## src/rtl/multiplier_nbit_pipe_hs.sv

```systemverilog
// Pipelined WIDTH x WIDTH multiplier, per-item signed/unsigned, valid/ready on both sides.
// Define MULT_ROUND_EN to add the registered round-half-up output q_rnd.
module multiplier_nbit_pipe_hs #(
  parameter int WIDTH   = 16,
  parameter int LATENCY = 3,
  parameter int SHIFT   = 8
) (
  input  logic               clk,
  input  logic               rstn,
  input  logic               in_valid,
  output logic               in_ready,
  input  logic [WIDTH-1:0]   a,
  input  logic [WIDTH-1:0]   b,
  input  logic               in_signed,
  output logic               out_valid,
  input  logic               out_ready,
  output logic [2*WIDTH-1:0] out_q
`ifdef MULT_ROUND_EN
  ,
  output logic [2*WIDTH-SHIFT-1:0] q_rnd
`endif
);

  localparam int EW        = WIDTH + 1;        // extended operand width
  localparam int LW        = (WIDTH + 1) / 2;  // low half, ceil(WIDTH/2)
  localparam int HW        = EW - LW;          // signed high half
  localparam int PW        = 2 * WIDTH + 2;    // partial-product working width
  localparam int OW        = 2 * WIDTH;        // product width
  localparam int SUM_STAGE = (LATENCY == 2) ? 2 : 3;

  // Handshake: a transfer happens on a rising edge where valid & ready are both 1.
  // The whole pipe moves together (adv); a stalled output freezes every stage,
  // so bubbles are kept and out_q/out_valid hold while out_ready is low.
  logic               adv;
  logic [LATENCY:1]   v_q;
  logic [LATENCY:1]   v_d;

  assign adv       = ~out_valid | out_ready;
  assign in_ready  = adv & rstn;
  assign out_valid = v_q[LATENCY];
  assign v_d       = {v_q[LATENCY-1:1], in_valid};

  // Stage 1: extend per mode, then split into signed high / unsigned low halves.
  logic [EW-1:0] a_ext;
  logic [EW-1:0] b_ext;
  logic [HW-1:0] ah_q, bh_q, ah_d, bh_d;
  logic [LW-1:0] al_q, bl_q, al_d, bl_d;

  assign a_ext = {in_signed & a[WIDTH-1], a};
  assign b_ext = {in_signed & b[WIDTH-1], b};
  assign ah_d  = a_ext[EW-1:LW];
  assign al_d  = a_ext[LW-1:0];
  assign bh_d  = b_ext[EW-1:LW];
  assign bl_d  = b_ext[LW-1:0];

  always_ff @(posedge clk) begin
    if (!rstn) begin
      v_q  <= '0;
      ah_q <= '0;
      al_q <= '0;
      bh_q <= '0;
      bl_q <= '0;
    end else if (adv) begin
      v_q  <= v_d;
      ah_q <= ah_d;
      al_q <= al_d;
      bh_q <= bh_d;
      bl_q <= bl_d;
    end
  end

  // Partial products, all computed modulo 2^PW which is wider than any result.
  logic signed [PW-1:0] ah_x, al_x, bh_x, bl_x;
  logic signed [PW-1:0] pp_hh_d, pp_hl_d, pp_lh_d, pp_ll_d;

  assign ah_x    = {{(PW-HW){ah_q[HW-1]}}, ah_q};
  assign bh_x    = {{(PW-HW){bh_q[HW-1]}}, bh_q};
  assign al_x    = {{(PW-LW){1'b0}}, al_q};
  assign bl_x    = {{(PW-LW){1'b0}}, bl_q};
  assign pp_hh_d = ah_x * bh_x;
  assign pp_hl_d = ah_x * bl_x;
  assign pp_lh_d = al_x * bh_x;
  assign pp_ll_d = al_x * bl_x;

  logic signed [PW-1:0] s_hh, s_hl, s_lh, s_ll;

  generate
    if (LATENCY == 2) begin : g_direct
      assign s_hh = pp_hh_d;
      assign s_hl = pp_hl_d;
      assign s_lh = pp_lh_d;
      assign s_ll = pp_ll_d;
    end else begin : g_pp_reg
      logic signed [PW-1:0] pp_hh_q, pp_hl_q, pp_lh_q, pp_ll_q;

      always_ff @(posedge clk) begin
        if (!rstn) begin
          pp_hh_q <= '0;
          pp_hl_q <= '0;
          pp_lh_q <= '0;
          pp_ll_q <= '0;
        end else if (adv) begin
          pp_hh_q <= pp_hh_d;
          pp_hl_q <= pp_hl_d;
          pp_lh_q <= pp_lh_d;
          pp_ll_q <= pp_ll_d;
        end
      end

      assign s_hh = pp_hh_q;
      assign s_hl = pp_hl_q;
      assign s_lh = pp_lh_q;
      assign s_ll = pp_ll_q;
    end
  endgenerate

  logic [OW-1:0] sum_d;

  assign sum_d = OW'((s_hh <<< (2 * LW)) + ((s_hl + s_lh) <<< LW) + s_ll);

  // Result stage followed by plain delay stages up to LATENCY.
  logic [OW-1:0] res_q [SUM_STAGE:LATENCY];

  always_ff @(posedge clk) begin
    if (!rstn) begin
      for (int s = SUM_STAGE; s <= LATENCY; s++) res_q[s] <= '0;
    end else if (adv) begin
      res_q[SUM_STAGE] <= sum_d;
      for (int s = SUM_STAGE + 1; s <= LATENCY; s++) res_q[s] <= res_q[s-1];
    end
  end

  assign out_q = res_q[LATENCY];

`ifdef MULT_ROUND_EN
  localparam int RW = OW - SHIFT;

  // Only bits [OW-1:SHIFT] of the biased sum survive, so an arithmetic and a
  // logical shift give identical bits here; the mode needs no separate path.
  logic [OW-1:0] biased;
  logic [RW-1:0] rnd_d;
  logic [RW-1:0] rnd_q [SUM_STAGE:LATENCY];

  assign biased = sum_d + (OW'(1) << (SHIFT - 1));
  assign rnd_d  = RW'(biased >> SHIFT);

  always_ff @(posedge clk) begin
    if (!rstn) begin
      for (int s = SUM_STAGE; s <= LATENCY; s++) rnd_q[s] <= '0;
    end else if (adv) begin
      rnd_q[SUM_STAGE] <= rnd_d;
      for (int s = SUM_STAGE + 1; s <= LATENCY; s++) rnd_q[s] <= rnd_q[s-1];
    end
  end

  assign q_rnd = rnd_q[LATENCY];
`endif

endmodule

```

## config.mk

```make
export PLATFORM = sky130hd
export DESIGN_NAME = multiplier_nbit_pipe_hs
export DESIGN_NICKNAME = d
export VERILOG_FILES = /design/src/rtl/multiplier_nbit_pipe_hs.sv
export SDC_FILE = /design/constraint.sdc
export NUM_CORES = 1
export LEC_CHECK = 0
export ABC_CLOCK_PERIOD_IN_PS = 12200
export BUFFER_PORTS_ARGS = -buffer_cell sky130_fd_sc_hd__buf_2
export CORE_MARGIN = 10
export CORE_UTILIZATION = 60
export DETAILED_ROUTE_END_ITERATION = 8
export PLACE_DENSITY_LB_ADDON = 0.12
export REMOVE_ABC_BUFFERS = 1
export SYNTH_ARGS = -nofsm -noshare
export SYNTH_HDL_FRONTEND = slang
export SYNTH_SLANG_ARGS = --single-unit
export TNS_END_PERCENT = 100
```

## constraint.sdc

```tcl
create_clock -name clk -period 12.2 [get_ports clk]
set_input_delay 1.83 -clock clk [delete_from_list [all_inputs] [get_ports clk]]
set_output_delay 1.83 -clock clk [all_outputs]
set_load 0.03 [all_outputs]
```

==> results of run 1 <==
[cells in the final DEF, fill, tap and decap left out, types with 8 or more instances in the layout]
| master | instances |
|---|---|
| a21o_1 | 24 |
| o21ai_0 | 68 |
| a211oi_1 | 10 |
| o21a_1 | 9 |
| buf_2 | 70 |
| xnor2_1 | 47 |
| edfxtp_1 | 32 |
| a22o_1 | 54 |
| nor2_1 | 55 |
| ha_1 | 199 |
| xor2_1 | 37 |
| clkbuf_16 | 18 |
| fa_1 | 204 |
| inv_1 | 291 |
| nor3_1 | 17 |
| and3_1 | 14 |
| and2_1 | 151 |
| a21oi_1 | 47 |
| nand3_1 | 12 |
| or3_1 | 8 |
| nand2b_1 | 12 |
| a31oi_1 | 9 |
| dfxtp_1 | 105 |
| nand2_1 | 187 |
| nor2b_1 | 21 |
[layout make-up]
cell class,instances,area share [%]
well taps,335,2.42
clock buffers,18,2.60
multi-input cells,1261,67.7
inverters,292,6.32
repair buffers,77,2.32
clock inverters,14,0.988
flip-flops and latches,137,17.7
[tightest hold or removal path, stage by stage (launching register included)]
cell	delay (ns)
dfxtp_1	0.32
nand2_1	0.05
nand2_1	0.04
[flip-flops by register name, indices dropped and copies added (netlist names), 8 cells and up]
name / count
res_q: 32
g_pp_reg.pp_hl_q: 18
g_pp_reg.pp_lh_q: 18
g_pp_reg.pp_hh_q: 16
g_pp_reg.pp_ll_q: 16
ah_q: 9
bh_q: 9
al_q: 8
bl_q: 8
[path summary, 6_finish.rpt]
path | slack, ns | start | end | cells past startpoint
setup reg to reg | 6.74 | al_q[5] | g_pp_reg.pp_lh_q[17] | 19
setup / recovery | 6.74 | al_q[5] | g_pp_reg.pp_lh_q[17] | 19
hold reg to reg | 0.45 | v_q[2] | v_q[3] | 2
hold / removal | 0.45 | v_q[2] | v_q[3] | 2
[per-layer routing]
layer | track usage, % | vias to the layer above | routed length [µm]
met1 | 30.4 | 5859 | 16900
met3 | 4.66 | 30 | 2520
li1 | - | 5734 | -
met2 | 37.0 | 350 | 16600
met5 | 0 | - | 0
met4 | 4.62 | 0 | 410
[logic make-up after synthesis]
family,Yosys count
buffers and inverters,361
and+or+nand+nor,496
xor gates and xnor gates,84
adders and majority gates,403
muxes,1
DFF,137
AOI/OAI and AO/OA,277
[power groups by stage]
stage | sequential, µW | clock [µW] | combinational, µW
6_report | 586 | 575 | 596
5_1_grt | 595 | 595 | 681
4_1_cts | 585 | 578 | 597
3_5_place_dp | 595 | 0 | 589
3_3_place_gp | 593 | 0 | 578
2_1_floorplan | 615 | 0 | 407
[through the flow]
step                instances  hold slack [ns]  cell area, µm²
detailed placement       2102            0.440           16700
CTS                      2134            0.450           17300
floorplan                1690            0.417           15900
finish                   2134            0.451           17300
global placement         2102            0.433           16700
global route             2134            0.483           17300
==> flow_summary.yaml, run 1 <==
outcome:
  status: "finished clean"
sta:
  setup_ws_ns: 6.74
  slew_violations: 0
  rsz0062_at_grt: "false"
  hold_violations: 0
  slew_headroom_pct: 23.2
  worstMarginPinSlew_ns: 1.15
  timing.final.crit_share_pct: 44.7
  clock-skew-final_ns: 0.0278
  fin_crit_ns: 5.46
  setup_tns_ns: 0
  fmax_mhz: 183
  setup_violations: 0
synthesis:
  synth_top_area_cell: "fa_1"
  ys_types: 63
  synth-seq-cells: 137
  yosys-top-cells-area: "fa_1, ha_1, dfxtp_1"
  synth_mux_area_share_pct: 0.0620
  avgSynthCellArea_um2: 9.18
  synthAdderAreaFrac_pct: 40.7
  ys.flop_type: "dfxtp_1"
  synthTopCellsByCount: "inv_1, fa_1, ha_1"
  synth-xor-area-share_pct: 4.56
  synth_simple_gate_area_share_pct: 15.3
  syn-instance-count: 1759
  synth_async_sr_flop_share_pct: 0
  synth_edf_count: 32
  yosysTopAreaCellShare_pct: 25.3
  syn_area_mm2: 0.0161
  yosysSeqAreaShare_pct: 19.0
  synth-compound-area-share_pct: 12.0
  yosysWarnings: 0
  yosysMostFrequentCell: "inv_1"
  synth_top_family_by_area: "adder cells"
clocking:
  path_clk_slew_ns: 0.07
  h-tree-depth: 4
  cts_sinks: 137
  ctsRootBufferMaster: "clkbuf_16"
  cts_resized: 0
  holdBufCountCts: 0
  postCtsSetupRepairBufs: 0
  clock_latency_ns: 0.45
  cts_tree: "done"
  cts_buffers: 17
  cts.path.max_buffers: 2
floorplanning:
  start_util_pct: 61.4
  dieArea_mm2: 0.0339
  dieWidth_um: 184
  rows: 59
  die_height_um: 184
  io_pins: 71
  coreArea_mm2: 0.0263
power_and_ir_drop:
  ir_drop_v: 0.0000775
  power_frac_comb_pct: 33.9
  power.switching_uw: 664
  p_leak_uw: 0.00899
  power_density_mw_per_mm2: 101
  p_sw_share_pct: 37.8
  p_int_uw: 1090
  power_frac_clock_pct: 32.7
  pwr-share-seq_pct: 33.3
  power.total_uw: 1760
finish:
  drive_above_1_share_pct: 6.95
  final_util_pct: 66.0
  multi_input_area_mm2: 0.0117
  fillers: 2189
  syn2layout_area_growth_pct: 7.40
  seq_area_mm2: 0.00306
  nets: 2226
  antenna_cells: 0
global_route:
  track_usage_pct: 22.6
  antenna_found_initial: 0
  grt_remaining_overflow: 0
  grt_pass1_vias: 12400
  grt_pass1_wl_um: 62200
  grt_max_degree: 87
critical_path:
  crit_slowest_cell: "dfxtp_1"
  arrival_ns: 5.78
  path_class: "flop to flop"
  crit_buf_inv: 3
  critical_path.top_delay_family: "adder cells"
  slowest_delay_ns: 0.88
  cpMostUsedCell: "fa_1"
  startpoint_type: "flop"
  worst-endpoint-required_ns: 12.52
  worstSetupEndpointType: "flop"
  crit_path_cell_trace: "nand2_1 -> fa_1 -> inv_1 -> fa_1 -> ha_1 -> inv_1 -> fa_1 -> inv_1 -> ha_1 -> ha_1 -> fa_1 -> a21o_1 -> a21oi_1 -> o21bai_1 -> a31oi_1 -> o21ai_1 -> o41ai_2 -> xnor2_1 -> a22o_1"
  cp_max_fo: 18
route:
  viasPerCell: 5.61
  ant_nets: 0
  drc: 0
  routedWlPerCell_um: 17.1
  wl_um: 36500
  first_iter_violations: 706
  dr.pass1.iters: 5
  vias: 12000
placement:
  io_buffers: 70
  place_congestion: 0.863
  pre_cts_slack_ns: 6.81
  dp_hpwl_um: 27200
min_path:
  min_path_type: "flop to flop"
run:
  cap_violations: 0
Note: power is estimated with default switching activity, not from simulation.
==> run 2: changes to the inputs <==
--- a/config.mk
+++ b/config.mk
@@ -5,7 +5,7 @@
 export SDC_FILE = /design/constraint.sdc
 export NUM_CORES = 1
 export LEC_CHECK = 0
-export ABC_CLOCK_PERIOD_IN_PS = 12200
+export ABC_CLOCK_PERIOD_IN_PS = 5500
 export BUFFER_PORTS_ARGS = -buffer_cell sky130_fd_sc_hd__buf_2
 export CORE_MARGIN = 10
 export CORE_UTILIZATION = 60
==> constraint.sdc (replaced) <==
create_clock -name clk -period 5.5 [get_ports clk]
set_input_delay 0.825 -clock clk [delete_from_list [all_inputs] [get_ports clk]]
set_output_delay 0.825 -clock clk [all_outputs]
set_load 0.03 [all_outputs]
==> flow_summary.yaml, run 2 (synthesis gave the netlist of run 1 again) <==
critical_path:
  crit_slowest_cell: "dfxtp_1"
  arrival_ns: 5.56
  crit_buf_inv: 3
  startpoint_type: "flop"
  crit_path_cell_trace: "nand2_1 -> fa_1 -> inv_1 -> fa_1 -> ha_1 -> inv_1 -> fa_1 -> inv_1 -> ha_1 -> ha_1 -> fa_1 -> a21o_1 -> a21oi_1 -> o21bai_1 -> a31oi_1 -> o21ai_1 -> o41ai_2 -> xnor2_1 -> a22o_1"
  slowest_delay_ns: 0.62
  critical_path.top_delay_family: "adder cells"
  path_class: "flop to flop"
  crit_path_start: "al_q[5]"
  cpMostUsedCell: "fa_1"
  worst-endpoint-required_ns: 5.81
  r2r_start: "al_q[5]"
  worstSetupEndpointType: "flop"
  cp_max_fo: 10
sta:
  worstMarginPinSlew_ns: 1.17
  slew_violations: 0
  setup_violations: 0
  timing.final.crit_share_pct: 95.4
  slew_headroom_pct: 21.7
  clock-skew-final_ns: 0.0150
  setup_tns_ns: 0
  hold_ws_ns: 0.452
  fin_crit_ns: 5.25
  rsz0062_at_grt: "false"
  hold_violations: 0
  fmax_mhz: 191
global_route:
  grt_max_degree: 90
  grt_pass1_wl_um: 64000
  antenna_found_initial: 1
  grt_pass1_vias: 12700
  track_usage_pct: 23.3
  grt_remaining_overflow: 0
route:
  ant_nets: 0
  wl_um: 37200
  dr.pass1.iters: 5
  first_iter_violations: 801
  vias: 12000
  drc: 0
  viasPerCell: 5.52
  routedWlPerCell_um: 17.2
clocking:
  cts.path.max_buffers: 2
  path_clk_slew_ns: 0.08
  cts_resized: 0
  cts_tree: "done"
  cts_buffers: 17
  postCtsSetupRepairBufs: 0
  clock_latency_ns: 0.43
  ctsRootBufferMaster: "clkbuf_16"
  cts_sinks: 137
  h-tree-depth: 4
  holdBufCountCts: 0
floorplanning:
  dieWidth_um: 184
  dieArea_mm2: 0.0339
  die_height_um: 184
  io_pins: 71
  coreArea_mm2: 0.0263
  rows: 59
  start_util_pct: 61.4
power_and_ir_drop:
  power.total_uw: 3870
  power_density_mw_per_mm2: 220
  ir_drop_v: 0.000139
  p_leak_uw: 0.00916
placement:
  io_buffers: 70
  dp_hpwl_um: 29300
  place_congestion: 0.895
finish:
  drive_above_1_share_pct: 8.79
  top_regs: "res_q (32), g_pp_reg.pp_hl_q (18), g_pp_reg.pp_lh_q (18)"
  final_cell_mix: "inv_1, fa_1, ha_1"
  top_register: "res_q"
  syn2layout_area_growth_pct: 8.93
  layout_commonest_cell: "inv_1"
  nets: 2259
  seq_area_mm2: 0.00307
  fillers: 2172
  largest_register_ffs: 32
  multi_input_area_mm2: 0.0117
run:
  cap_violations: 0
outcome:
  status: "finished clean"
min_path:
  min-delay-start: "g_pp_reg.pp_ll_q[6]"
  min_path_type: "flop to flop"
[run 2: cell types whose count changed in the layout (fill, tap and decap cells not counted), moves of 2 or more]
cell     before  now
buf_4         7   40
dfxtp_1     105  102
dfxtp_2       0    3
inv_6         6    4
inv_8         4    6
[run 2: metal layers]
| metal | global-route usage (%) | share of wire, % | up-vias |
|---|---|---|---|
| met1 | 31.6 | 46 | 5805 |
| met5 | 0 | 0 | - |
| met2 | 36.9 | 45 | 320 |
| met4 | 6.06 | 2.1 | 0 |
| met3 | 5.20 | 6.7 | 42 |
| li1 | - | - | 5807 |
[run 2: final timing paths]
path	to	slack (ns)	cells after the start
setup / recovery	g_pp_reg.pp_lh_q[17]	0.25	19
hold / removal	g_pp_reg.pp_ll_q[6]	0.45	2
setup reg to reg	g_pp_reg.pp_lh_q[17]	0.25	19
hold reg to reg	g_pp_reg.pp_ll_q[6]	0.45	2
[run 2: layout make-up]
class | count | area share, %
well taps | 335 | 2.38
clock buffers | 18 | 2.56
flip-flops and latches | 137 | 17.4
multi-input cells | 1261 | 66.7
repair buffers | 110 | 3.70
diodes | 1 | 0.0142
inverters | 292 | 6.23
clock inverters | 14 | 0.939
[run 2: tightest hold or removal path, stage by stage, from the launching register on]
cell	delay, ns
dfxtp_1	0.33
nand2_1	0.04
o21ai_0	0.05
[run 2: where the power goes]
group | internal (µW) | switching (µW) | total (µW)
combinational | 564 | 817 | 1380
sequential | 1160 | 108 | 1270
clock | 679 | 537 | 1220
total | 2410 | 1460 | 3870
[run 2: stage by stage]
step                      area, µm²  setup slack (ns)  utilization [%]  instances
after global routing          17600            0.0441             66.9       2168
after detailed placement      17000             0.280             64.6       2135
after floorplan               15900             -1.19                -       1690
final                         17600             0.254             66.9       2168
after global placement        17000             0.417             64.6       2135
after CTS                     17600             0.224             66.9       2167
==> run 3: changes to the inputs <==
--- a/config.mk
+++ b/config.mk
@@ -10,6 +10,7 @@
 export CORE_MARGIN = 10
 export CORE_UTILIZATION = 60
 export DETAILED_ROUTE_END_ITERATION = 8
+export MAX_ROUTING_LAYER = met4
 export PLACE_DENSITY_LB_ADDON = 0.12
 export REMOVE_ABC_BUFFERS = 1
 export SYNTH_ARGS = -nofsm -noshare
==> flow_summary.yaml, run 3 (synthesis gave the netlist of run 1 again) <==
placement:
  place_congestion: 0.910
  dpl_cell_area_mm2: 0.0170
  dp_hpwl_um: 29300
  pre_cts_slack_ns: 0.280
  io_buffers: 70
  dp.cells: 2135
critical_path:
  slowest_delay_ns: 0.63
  crit_path_start: "al_q[5]"
  cpMostUsedCell: "fa_1"
  r2r_slack_ns: 0.23
  worst-endpoint-required_ns: 5.81
  critical_path.top_delay_family: "adder cells"
  arrival_ns: 5.58
  startpoint_type: "flop"
  critPathCapture: "g_pp_reg.pp_lh_q[17]"
  cp.depth: 19
  crit_path_cell_trace: "nand2_1 -> fa_1 -> inv_1 -> fa_1 -> ha_1 -> inv_1 -> fa_1 -> inv_1 -> ha_1 -> ha_1 -> fa_1 -> a21o_1 -> a21oi_1 -> o21bai_1 -> a31oi_1 -> o21ai_1 -> o41ai_2 -> xnor2_1 -> a22o_1"
  crit_slowest_cell: "dfxtp_1"
  cp_max_fo: 10
  worstSetupEndpointType: "flop"
  reg2regPathDepth: 19
  regToRegEndpoint: "g_pp_reg.pp_lh_q[17]"
  path_class: "flop to flop"
  r2r_start: "al_q[5]"
  crit_buf_inv: 3
outcome:
  status: "finished clean"
min_path:
  min_path_type: "flop to flop"
  min_path_cells: 2
global_route:
  grt_remaining_overflow: 0
  grt_pass1_vias: 12600
  grt_max_degree: 90
  track_usage_pct: 24.0
  antenna_found_initial: 1
  grt_pass1_wl_um: 63900
clocking:
  h-tree-depth: 4
  clock_latency_ns: 0.43
  path_clk_slew_ns: 0.08
  cts.path.max_buffers: 2
  cts_buffers: 17
  postCtsSetupRepairBufs: 0
  cts_sinks: 137
  cts_tree: "done"
  ctsRootBufferMaster: "clkbuf_16"
sta:
  setup_violations: 0
  worstMarginPinSlew_ns: 1.17
  hold_violations: 0
  setup_ws_ns: 0.232
  setup_tns_ns: 0
  fin_crit_ns: 5.27
  rsz0062_at_grt: "false"
  clock-skew-final_ns: 0.0160
  slew_headroom_pct: 21.7
  slew_violations: 0
  fmax_mhz: 190
  timing.final.crit_share_pct: 95.8
floorplanning:
  dieWidth_um: 184
  io_pins: 71
  coreArea_mm2: 0.0263
  start_util_pct: 61.4
  rows: 59
  dieArea_mm2: 0.0339
  die_height_um: 184
finish:
  largest_register_ffs: 32
  nets: 2259
  top_regs: "res_q (32), g_pp_reg.pp_hl_q (18), g_pp_reg.pp_lh_q (18)"
  drive_above_1_share_pct: 8.79
  layout_commonest_cell: "inv_1"
  top_register: "res_q"
  final_cell_area_mm2: 0.0176
  final_cell_mix: "inv_1, fa_1, ha_1"
  stdcell_count: 2168
  syn2layout_area_growth_pct: 8.93
route:
  drc: 0
  ant_nets: 0
  wl_um: 37200
  first_iter_violations: 849
  dr.pass1.iters: 5
  viasPerCell: 5.52
  vias: 12000
  routedWlPerCell_um: 17.2
run:
  cap_violations: 0
power_and_ir_drop:
  ir_drop_v: 0.000139
  power_density_mw_per_mm2: 220
  p_leak_uw: 0.00916
## run 3: layout make-up
cell class | count | area (µm²)
timing repair buffer | 110 | 651
clock buffer | 18 | 450
inverter | 292 | 1100
sequential | 137 | 3070
antenna | 1 | 2.50
fill | 2172 | 8690
tap | 335 | 419
clock inverter | 14 | 165
multi-input combinational | 1261 | 11700
## run 3: routing by layer
layer | global-route usage (%) | wire (µm)
met5 | - | 0
met2 | 36.9 | 16700
met1 | 31.7 | 17200
met4 | 6.06 | 799
met3 | 5.10 | 2550
## run 3: worst register-to-register path, stage by stage, from the launching register on
cell and delay (ns):
dfxtp_1 0.63, nand2_1 0.16, fa_1 0.57, inv_1 0.06, fa_1 0.45, ha_1 0.31
inv_1 0.06, fa_1 0.47, inv_1 0.04, ha_1 0.27, ha_1 0.21, fa_1 0.41
a21o_1 0.21, a21oi_1 0.24, o21bai_1 0.14, a31oi_1 0.22, o21ai_1 0.15, o41ai_2 0.26
xnor2_1 0.12, a22o_1 0.18
## run 3: power breakdown
group          switching [µW]  internal (µW)
Combinational             818            564
Sequential                108           1160
Clock                     539            679
Total                    1470           2410
## run 3: worst min-delay path by stage
stage,from,to,slack [ns]
floorplan,g_pp_reg.pp_ll_q[4],g_pp_reg.pp_ll_q[4],0.42
global route,g_pp_reg.pp_lh_q[11],g_pp_reg.pp_lh_q[11],0.49
detailed placement,g_pp_reg.pp_ll_q[6],g_pp_reg.pp_ll_q[6],0.44
finish,g_pp_reg.pp_ll_q[6],g_pp_reg.pp_ll_q[6],0.45
CTS,g_pp_reg.pp_ll_q[6],g_pp_reg.pp_ll_q[6],0.46
global placement,g_pp_reg.pp_ll_q[4],g_pp_reg.pp_ll_q[4],0.43
## run 3: timing repair
action                                  in CTS  in global routing
hold buffers                                 0                  0
hold endpoints to repair                     0                  0
endpoints found under the setup margin       0                  4
resized for setup                            0                  3
## run 3: metrics by stage
step | hold WS, ns | utilization, % | total power, µW
floorplan | 0.417 | - | 2270
global placement | 0.427 | 64.6 | 2630
detailed placement | 0.441 | 64.6 | 2650
CTS | 0.458 | 66.9 | 3890
global route | 0.489 | 66.9 | 4140
finish | 0.452 | 66.9 | 3870
